[config.mk]
export PLATFORM = sky130hd
export DESIGN_NAME = conv_ctrl_flat
export DESIGN_NICKNAME = d
export VERILOG_FILES = /design/src/rtl/conv_ctrl_if.sv /design/src/rtl/conv_ctrl.sv /design/src/flat_wrapper.sv
export SDC_FILE = /design/constraint.sdc
export NUM_CORES = 1
export LEC_CHECK = 0
export CORE_AREA = 2 2 213 215
export CTS_CLUSTER_SIZE = 14
export DETAILED_ROUTE_END_ITERATION = 10
export DIE_AREA = 0 0 215 217
export GPL_TIMING_DRIVEN = 0
export PLACE_DENSITY = 0.65
export SLEW_MARGIN = 15
export SYNTH_ARGS = -nofsm -noshare
export SYNTH_HDL_FRONTEND = slang
export SYNTH_SLANG_ARGS = --single-unit
[constraint.sdc]
create_clock -name bus_clk -period 5.6 [get_ports bus_clk]
set_input_delay 1.4 -clock bus_clk [delete_from_list [all_inputs] [get_ports bus_clk]]
set_output_delay 1.4 -clock bus_clk [all_outputs]
set_load 0.01 [all_outputs]
[src/rtl/conv_ctrl_if.sv]
// Host stream and pipeline-control bundle of the convolution controller.
// The master side is the host/pipeline; the slave side is conv_ctrl.
interface conv_ctrl_if;
  logic        user_w_config_wren;
  logic [31:0] user_w_config_data;
  logic        user_w_config_open;
  logic [4:0]  user_config_addr;
  logic        user_config_addr_update;
  logic        user_w_config_full;
  logic        user_w_command_wren;
  logic [7:0]  user_w_command_data;
  logic        user_w_command_open;
  logic        user_w_command_full;
  logic        out_word_valid;
  logic        user_r_read_32_open;
  logic        user_r_read_32_eof;
  logic [11:0] cfg_width;
  logic [11:0] cfg_height;
  logic [7:0]  cfg_n_kernels;
  logic [4:0]  cfg_shift;
  logic        pipe_start;
  logic        pipe_abort;
  logic        busy;
  logic        cfg_err;

  modport master (
    output user_w_config_wren, user_w_config_data, user_w_config_open,
           user_config_addr, user_config_addr_update,
           user_w_command_wren, user_w_command_data, user_w_command_open,
           out_word_valid, user_r_read_32_open,
    input  user_w_config_full, user_w_command_full, user_r_read_32_eof,
           cfg_width, cfg_height, cfg_n_kernels, cfg_shift,
           pipe_start, pipe_abort, busy, cfg_err
  );

  modport slave (
    input  user_w_config_wren, user_w_config_data, user_w_config_open,
           user_config_addr, user_config_addr_update,
           user_w_command_wren, user_w_command_data, user_w_command_open,
           out_word_valid, user_r_read_32_open,
    output user_w_config_full, user_w_command_full, user_r_read_32_eof,
           cfg_width, cfg_height, cfg_n_kernels, cfg_shift,
           pipe_start, pipe_abort, busy, cfg_err
  );
endinterface

[src/rtl/conv_ctrl.sv]
// Convolution job controller: config register file, start/abort command decode,
// job-size computation and result-word counting with end-of-frame to the host.
module conv_ctrl (
  input  logic       bus_clk,
  input  logic       bus_rst_n,
  conv_ctrl_if.slave bus
);
  typedef enum logic [2:0] {
    IDLE  = 3'd0,
    CALC1 = 3'd1,
    CALC2 = 3'd2,
    RUN   = 3'd3,
    DONE  = 3'd4
  } state_t;

  localparam logic [7:0] CMD_START = 8'h01;
  localparam logic [7:0] CMD_ABORT = 8'h02;

  logic [1:0]  r_rst_sync;
  logic        w_rst_n;
  state_t      r_state;
  state_t      w_next;
  logic [11:0] r_cfg_width;
  logic [11:0] r_cfg_height;
  logic [7:0]  r_cfg_n_kernels;
  logic [4:0]  r_cfg_shift;
  logic        r_cfg_err;
  logic [23:0] r_wh;
  logic [31:0] r_total;
  logic [31:0] r_count;
  logic        r_pipe_start;
  logic        r_pipe_abort;
  logic        r_eof;
  logic        r_busy;
  logic        w_start;
  logic        w_abort;
  logic        w_last;
  logic [23:0] w_wh;
  logic [31:0] w_total;
  logic        w_unused;

  // Reset asserts immediately but releases only after two clock edges.
  always_ff @(posedge bus_clk or negedge bus_rst_n) begin
    if (!bus_rst_n) begin
      r_rst_sync <= 2'b00;
    end else begin
      r_rst_sync <= {r_rst_sync[0], 1'b1};
    end
  end
  assign w_rst_n = r_rst_sync[1];

  assign w_start = bus.user_w_command_wren && (bus.user_w_command_data == CMD_START);
  assign w_abort = bus.user_w_command_wren && (bus.user_w_command_data == CMD_ABORT);
  assign w_last  = bus.out_word_valid && ((r_count + 32'd1) == r_total);
  assign w_wh    = {12'd0, r_cfg_width} * {12'd0, r_cfg_height};
  assign w_total = {8'd0, r_wh} * {24'd0, r_cfg_n_kernels};

  // Next-state decode; an abort outside IDLE overrides every other transition.
  always_comb begin
    w_next = r_state;
    if (w_abort && (r_state != IDLE)) begin
      w_next = IDLE;
    end else begin
      case (r_state)
        IDLE:    w_next = w_start ? CALC1 : IDLE;
        CALC1:   w_next = CALC2;
        CALC2:   w_next = (w_total != 32'd0) ? RUN : DONE;
        RUN:     w_next = w_last ? DONE : RUN;
        DONE:    w_next = bus.user_r_read_32_open ? DONE : IDLE;
        default: w_next = IDLE;
      endcase
    end
  end

  // FSM state, job arithmetic, word counter and registered control outputs.
  always_ff @(posedge bus_clk or negedge w_rst_n) begin
    if (!w_rst_n) begin
      r_state      <= IDLE;
      r_wh         <= 24'd0;
      r_total      <= 32'd0;
      r_count      <= 32'd0;
      r_pipe_start <= 1'b0;
      r_pipe_abort <= 1'b0;
      r_eof        <= 1'b0;
      r_busy       <= 1'b0;
    end else begin
      r_state      <= w_next;
      r_busy       <= (w_next != IDLE);
      r_eof        <= (w_next == DONE);
      r_pipe_start <= (r_state == CALC2) && (w_next == RUN);
      r_pipe_abort <= w_abort && (r_state != IDLE);
      if (r_state == CALC1) begin
        r_wh <= w_wh;
      end
      if (r_state == CALC2) begin
        r_total <= w_total;
      end
      if (w_next == IDLE) begin
        r_count <= 32'd0;
      end else if ((r_state == RUN) && bus.out_word_valid) begin
        r_count <= r_count + 32'd1;
      end
    end
  end

  // Config writes land only while idle; a write arriving mid-job is dropped and flagged.
  always_ff @(posedge bus_clk or negedge w_rst_n) begin
    if (!w_rst_n) begin
      r_cfg_width     <= 12'd0;
      r_cfg_height    <= 12'd0;
      r_cfg_n_kernels <= 8'd0;
      r_cfg_shift     <= 5'd0;
      r_cfg_err       <= 1'b0;
    end else begin
      if (bus.user_w_config_wren) begin
        if (r_state == IDLE) begin
          case (bus.user_config_addr)
            5'd0:    r_cfg_width     <= bus.user_w_config_data[11:0];
            5'd1:    r_cfg_height    <= bus.user_w_config_data[11:0];
            5'd2:    r_cfg_n_kernels <= bus.user_w_config_data[7:0];
            5'd3:    r_cfg_shift     <= bus.user_w_config_data[4:0];
            default: r_cfg_width     <= r_cfg_width;
          endcase
        end else begin
          r_cfg_err <= 1'b1;
        end
      end
      if ((r_state == IDLE) && w_start) begin
        r_cfg_err <= 1'b0;
      end
    end
  end

  assign bus.user_w_config_full  = 1'b0;
  assign bus.user_w_command_full = 1'b0;
  assign bus.user_r_read_32_eof  = r_eof;
  assign bus.cfg_width           = r_cfg_width;
  assign bus.cfg_height          = r_cfg_height;
  assign bus.cfg_n_kernels       = r_cfg_n_kernels;
  assign bus.cfg_shift           = r_cfg_shift;
  assign bus.pipe_start          = r_pipe_start;
  assign bus.pipe_abort          = r_pipe_abort;
  assign bus.busy                = r_busy;
  assign bus.cfg_err             = r_cfg_err;

  assign w_unused = &{1'b0, bus.user_w_config_open, bus.user_config_addr_update,
                      bus.user_w_command_open, bus.user_w_config_data[31:12]};
endmodule

[src/flat_wrapper.sv]
// flat-port wrapper written by rule: the top's interface ports become plain ports
module conv_ctrl_flat 
  (bus_clk, bus_rst_n, bus_user_w_config_wren, bus_user_w_config_data, bus_user_w_config_open, bus_user_config_addr, bus_user_config_addr_update, bus_user_w_command_wren, bus_user_w_command_data, bus_user_w_command_open, bus_out_word_valid, bus_user_r_read_32_open, bus_user_w_config_full, bus_user_w_command_full, bus_user_r_read_32_eof, bus_cfg_width, bus_cfg_height, bus_cfg_n_kernels, bus_cfg_shift, bus_pipe_start, bus_pipe_abort, bus_busy, bus_cfg_err);
  conv_ctrl_if bus_i ();
  input  logic bus_clk;
  input  logic bus_rst_n;
  input wire logic [$bits(bus_i.user_w_config_wren)-1:0] bus_user_w_config_wren;
  input wire logic [$bits(bus_i.user_w_config_data)-1:0] bus_user_w_config_data;
  input wire logic [$bits(bus_i.user_w_config_open)-1:0] bus_user_w_config_open;
  input wire logic [$bits(bus_i.user_config_addr)-1:0] bus_user_config_addr;
  input wire logic [$bits(bus_i.user_config_addr_update)-1:0] bus_user_config_addr_update;
  input wire logic [$bits(bus_i.user_w_command_wren)-1:0] bus_user_w_command_wren;
  input wire logic [$bits(bus_i.user_w_command_data)-1:0] bus_user_w_command_data;
  input wire logic [$bits(bus_i.user_w_command_open)-1:0] bus_user_w_command_open;
  input wire logic [$bits(bus_i.out_word_valid)-1:0] bus_out_word_valid;
  input wire logic [$bits(bus_i.user_r_read_32_open)-1:0] bus_user_r_read_32_open;
  output wire logic [$bits(bus_i.user_w_config_full)-1:0] bus_user_w_config_full;
  output wire logic [$bits(bus_i.user_w_command_full)-1:0] bus_user_w_command_full;
  output wire logic [$bits(bus_i.user_r_read_32_eof)-1:0] bus_user_r_read_32_eof;
  output wire logic [$bits(bus_i.cfg_width)-1:0] bus_cfg_width;
  output wire logic [$bits(bus_i.cfg_height)-1:0] bus_cfg_height;
  output wire logic [$bits(bus_i.cfg_n_kernels)-1:0] bus_cfg_n_kernels;
  output wire logic [$bits(bus_i.cfg_shift)-1:0] bus_cfg_shift;
  output wire logic [$bits(bus_i.pipe_start)-1:0] bus_pipe_start;
  output wire logic [$bits(bus_i.pipe_abort)-1:0] bus_pipe_abort;
  output wire logic [$bits(bus_i.busy)-1:0] bus_busy;
  output wire logic [$bits(bus_i.cfg_err)-1:0] bus_cfg_err;
  assign bus_i.user_w_config_wren = bus_user_w_config_wren;
  assign bus_i.user_w_config_data = bus_user_w_config_data;
  assign bus_i.user_w_config_open = bus_user_w_config_open;
  assign bus_i.user_config_addr = bus_user_config_addr;
  assign bus_i.user_config_addr_update = bus_user_config_addr_update;
  assign bus_i.user_w_command_wren = bus_user_w_command_wren;
  assign bus_i.user_w_command_data = bus_user_w_command_data;
  assign bus_i.user_w_command_open = bus_user_w_command_open;
  assign bus_i.out_word_valid = bus_out_word_valid;
  assign bus_i.user_r_read_32_open = bus_user_r_read_32_open;
  assign bus_user_w_config_full = bus_i.user_w_config_full;
  assign bus_user_w_command_full = bus_i.user_w_command_full;
  assign bus_user_r_read_32_eof = bus_i.user_r_read_32_eof;
  assign bus_cfg_width = bus_i.cfg_width;
  assign bus_cfg_height = bus_i.cfg_height;
  assign bus_cfg_n_kernels = bus_i.cfg_n_kernels;
  assign bus_cfg_shift = bus_i.cfg_shift;
  assign bus_pipe_start = bus_i.pipe_start;
  assign bus_pipe_abort = bus_i.pipe_abort;
  assign bus_busy = bus_i.busy;
  assign bus_cfg_err = bus_i.cfg_err;
  conv_ctrl u_core (.bus_clk(bus_clk), .bus_rst_n(bus_rst_n), .bus(bus_i));
endmodule
Yosys cells after proc, flatten, opt, wreduce, memory -nomap -nowiden

Index checks and enable logic that the tools add are counted.

Flip-flop bits (word level): 135
Input port bits: 54
Output and inout bits: 44
Logic and storage cells: 61

$add $sub $neg: 1
Multiply operators: 2
Equality and inequality tests: 13
Mux-type cells: 11
Reduce and logical (&&, ||, !) cells: 20

Operator list:

| kind                  | count |
|---|---|
| $mux 32               | 2 |
| $add 32x1->32 const B | 1 |
| $eq 32x32->1          | 1 |
| $mul 24x8->32         | 1 |
| $reduce_bool 32->1    | 1 |
| $mul 12x12->24        | 1 |
| $pmux 3 s5            | 1 |
| $mux 3                | 4 |
| $reduce_and 3->1      | 4 |
| $eq 5x2->1 const B    | 2 |
| $eq 3x2->1 const B    | 3 |
| $eq 8x1->1 const B    | 1 |
| $eq 8x2->1 const B    | 1 |
| $logic_and 1x1->1     | 7 |
| $eq 3x3->1 const B    | 2 |
| $logic_not 3->1       | 2 |
| $reduce_bool 3->1     | 2 |
| $eq 5x1->1 const B    | 1 |
| $logic_not 5->1       | 1 |
| $mux 1                | 4 |
| $reduce_bool 2->1     | 2 |
| $eq 3x1->1 const B    | 1 |
| $ne 2x2->1 const B    | 1 |
| $reduce_and 2->1      | 1 |

Depth between registers and ports, before layout

Word-level depth: 8
Depth in mapped cells: 23
Depth with buffers taken out: 22

Worst setup path after synthesis

No wires, ideal clock.

Kind: reg2reg
Start: reg u_core.r_cfg_n_kernels[3], in the netlist u_core.bus.cfg_n_kernels[3]
End: reg u_core.r_state[1]
Library setup time: 0.118 ns
Arrival: 5.653 ns
Data required time: 5.482 ns
Slack: -0.170 ns
Cell stages (with the launch flop): 21
Buffers on the path: 1
Clock period less this slack: 5.770 ns
Cell sequence: dfrtp_1 > clkbuf_1 > and2_1 > fa_1 > fa_1 > fa_1 > inv_1 > fa_1 > inv_1 > ha_1 > a21o_1 > or3_1 > o21ba_2 > o21ai_2 > xnor2_1 > and3_1 > nand4_1 > or4_1 > or4_4 > a21oi_1 > nor2_1

Word-level cells in the longest chain between the ends: 5

RTL lines:

| item                   | RTL line         | source |
|---|---|---|
| start, declared        | conv_ctrl.sv:25  | `logic [7:0] r_cfg_n_kernels;` |
| start signal, assigned | conv_ctrl.sv:120 | `5'd2: r_cfg_n_kernels <= bus.user_w_config_data[7:0];` |
| $mul 24x8->32          | conv_ctrl.sv:56  | `assign w_total = {8'd0, r_wh} * {24'd0, r_cfg_n_kernels};` |
| $reduce_bool 32->1     | conv_ctrl.sv:67  | `CALC2: w_next = (w_total != 32'd0) ? RUN : DONE;` |
| $mux 3                 | conv_ctrl.sv:67  |  |
| $pmux 3 s5             | conv_ctrl.sv:64  | `case (r_state)` |
| $mux 3                 | conv_ctrl.sv:61  | `if (w_abort && (r_state != IDLE)) begin` |
| via u_core.w_next[1]   | conv_ctrl.sv:22  | `state_t w_next;` |
| end signal, assigned   | conv_ctrl.sv:87  | `r_state <= w_next;` |
| end, declared          | conv_ctrl.sv:21  | `state_t r_state;` |

The timed path passes the listed nets, and every way through them passes these cells.
A chain may end at the register's enable or synchronous reset.

Final worst setup path

Start: reg u_core.r_cfg_n_kernels[6], in the netlist u_core.bus.cfg_n_kernels[6]
End: reg u_core.r_state[2]

The elaborated chain is that of the path after synthesis.

==> reports/results.tsv <==
metric	value	unit
crit_type	flip-flop to flip-flop	
ys.flop_type	dfrtp_1	
grt_pass1_vias	14252	
rsz0062_at_grt	yes	
avgSynthCellArea	9.12	um^2
synthCells	1876	
relSlewSlack	31.1	%
syn2layout_area_growth	19.5	%
grt_antenna_before_repair	1	
antenna_left	0	
drt-initial-drc-count	893	
finalPower	5190	uW
synth-seq-cells	135	
finalCritPeriodShare	108	%
p_sw_share	40.1	%
cts_buffer_depth	2	
violations	setup timing	
fp.dieW	215	um
fp.coreArea	0.0447	mm^2
period_needed	6070	ps
multi_input_area	0.0129	mm^2
worst_pin_slew	1030	ps
root_buffer	clkbuf_16	
routabilityCongestion	0.922	
synth_seq_area_share	19.7	%
path_clk_slew	60	ps
fin_skew	10.7	ps
fin_ws	-471	ps
yosys.area_share.adder	35.6	%
seq_area	0.00340	mm^2
grt_first_pass_wirelength	74400	um
drt_pre_antenna_iters	5	
setup_viol	6	
num_vias	13438	
numCtsBuffers	17	
synthesis.area	0.0171	mm^2
required	5990	ps
port_buffers	72	
leakage	0.00988	uW
wl_per_cell	17.2	um
seqPwrFrac	23.6	%
finalHoldViolations	0	
critPathMaxFanout	5	
cts_tree	done	
fin_setup_tns	-2340	ps
dp_slack	-1100	ps
p_clk_share	24.4	%
critPathCaptureType	flip-flop	
drc_errors	0	
synth_area_leader_cell	fa_1	
fmax	165	MHz
ios	98	
avgViaCountPerCell	5.09	
layout_common_cells	nand2_1 (246), inv_1 (245), fa_1 (229), and2_1 (218), dfrtp_1 (118)	
grt_max_degree	59	
muxShareOfSynthArea	2.82	%
overflow	0	
dpl.hpwl	35500	um
h-tree-depth	4	
die_y	217	um
initial_core_util	38.3	%
synth.distinct_cells	73	
clk_latency	450	ps
irDropWorstVdd	0.262	mV
synth_edf_count	0	
synth_top_family_by_area	adder cells	
power.switching	2080	uW
start_kind	flip-flop	
grt_util_all_layers	20.0	%
cp.arrival	6460	ps
pwr-share-comb	52.0	%
routed_wl	45400	um
netlist.area_leader.share	27.1	%
num_rows	78	
status	complete, but fails checks	
final_common_cell	nand2_1	
p_int	3110	uW
n_antenna_cell	0	
synth-simple-area-share	21.1	%
placed_cells	2551	
fin_nets	2426	
instances_no_fill	2638	
synthTopCellsByArea	fa_1 (27%), dfrtp_1 (20%), ha_1 (8.4%)	
cellPowerDensity	254	mW/mm^2
ys_warn_count	0	
hp-class	flip-flop to async pin	
die_area	0.0467	mm^2
maxCapViolCount	0	
synthArstFlopShare	100	%
synth_compound_area_share	8.24	%
fillers	4281	
synth_xor_area_share	5.32	%
clock_sinks	135	
slew_violations	0	
drive_gt1_share	13.2	%
-- per-layer routing --
metal	global-route usage (%)	part of all wire (%)	wire length, um
met1	24.4	42	19200
met5	0	0	0
met4	8.30	3.7	1700
met2	35.2	50	22600
met3	3.24	4.1	1840
-- sequential cells by signal (all words and copies together) (netlist names) --
| signal | flops |
|---|---|
| u_core.bus.busy | 1 |
| u_core.bus.cfg_err | 1 |
| u_core.bus.cfg_height | 12 |
| u_core.bus.cfg_n_kernels | 8 |
| u_core.bus.cfg_shift | 5 |
| u_core.bus.cfg_width | 12 |
| u_core.bus.pipe_abort | 1 |
| u_core.bus.pipe_start | 1 |
| u_core.bus.user_r_read_32_eof | 1 |
| u_core.r_count | 32 |
| u_core.r_rst_sync | 2 |
| u_core.r_state | 3 |
| u_core.r_total | 32 |
| u_core.r_wh | 24 |
-- worst max-delay path, stage by stage, from the launching register on --
cell	delay [ps]
dfrtp_2	490
clkbuf_16	200
and2_1	150
fa_1	530
fa_1	440
fa_1	490
inv_1	50
fa_1	470
inv_1	60
ha_4	230
a21o_4	240
a221oi_4	330
o31ai_4	150
buf_4	160
a31oi_2	240
nor2b_4	210
xor2_2	160
nand4_1	110
or4_1	520
or4_4	510
nor2_4	130
o21a_1	140
-- power groups by stage --
stage	clock, uW	combinational [uW]	sequential, uW
2_1_floorplan	0	1650	1180
5_1_grt	1340	3030	1230
4_1_cts	1290	2540	1210
3_5_place_dp	0	2330	1220
6_report	1270	2700	1220
3_3_place_gp	0	2260	1230
-- worst paths after layout --
| path | from | end | slack (ps) | cells after the start |
|---|---|---|---|---|
| min in group bus_clk | u_core.r_rst_sync[0] | u_core.r_rst_sync[1] | 350 | 0 |
| worst max-delay path | u_core.bus.cfg_n_kernels[6] | u_core.r_state[2] | -470 | 21 |
| worst max register to register | u_core.bus.cfg_n_kernels[6] | u_core.r_state[2] | -470 | 21 |
| worst min register to register | u_core.r_rst_sync[1] | u_core.bus.busy | 260 | 0 |
| worst min-delay path | u_core.r_rst_sync[1] | u_core.bus.busy | 260 | 0 |
| max in group asynchronous | bus_rst_n | u_core.r_rst_sync[1] | 4370 | 1 |
-- metrics by stage --
stage | utilization [%] | area [um^2] | hold slack, ps
after global routing | 45.8 | 20500 | 292
after detailed placement | 41.9 | 18700 | 264
after floorplan | - | 17200 | 331
final | 45.8 | 20500 | 255
after global placement | 41.8 | 18700 | 341
after CTS | 44.8 | 20000 | 271
-- kinds of logic (layout without fill, tap and decap cells) --
group,count (synthesis),after routing
buffers and inverters,324,485
and+or+nand+nor,707,707
other,2,3
AOI/OAI and AO/OA,214,214
DFF,135,135
muxes,43,43
xor gates and xnor gates,104,104
adders and majority gates,347,347
-- synth_stat cells, types with 20 or more instances --
cell        n
mux2_2     42
nand2_1   247
clkbuf_1   67
o21ai_0    62
ha_1      115
xor2_1     49
nor3_1     29
xnor2_1    55
dfrtp_1   135
inv_1     246
fa_1      232
nor2_1     80
a21o_1     20
nand3_1    30
a21oi_1    44
and2_1    225
-- what timing repair did --
action	CTS	global route
gates resized for setup	75	102
endpoints found under the setup margin	12	14
pin swaps	17	12
buffers inserted	43	20
gates cloned	1	1
hold buffers	0	0
-- cell type report --
cell class	instances	area share [%]
inverters	246	4.52
plain buffers	68	2.31
flip-flops and latches	135	16.6
clock buffers	20	2.28
well taps	600	3.67
repair buffers	139	6.42
multi-input cells	1418	63.2
clock inverters	12	0.961
(Power assumes the default switching activity.)
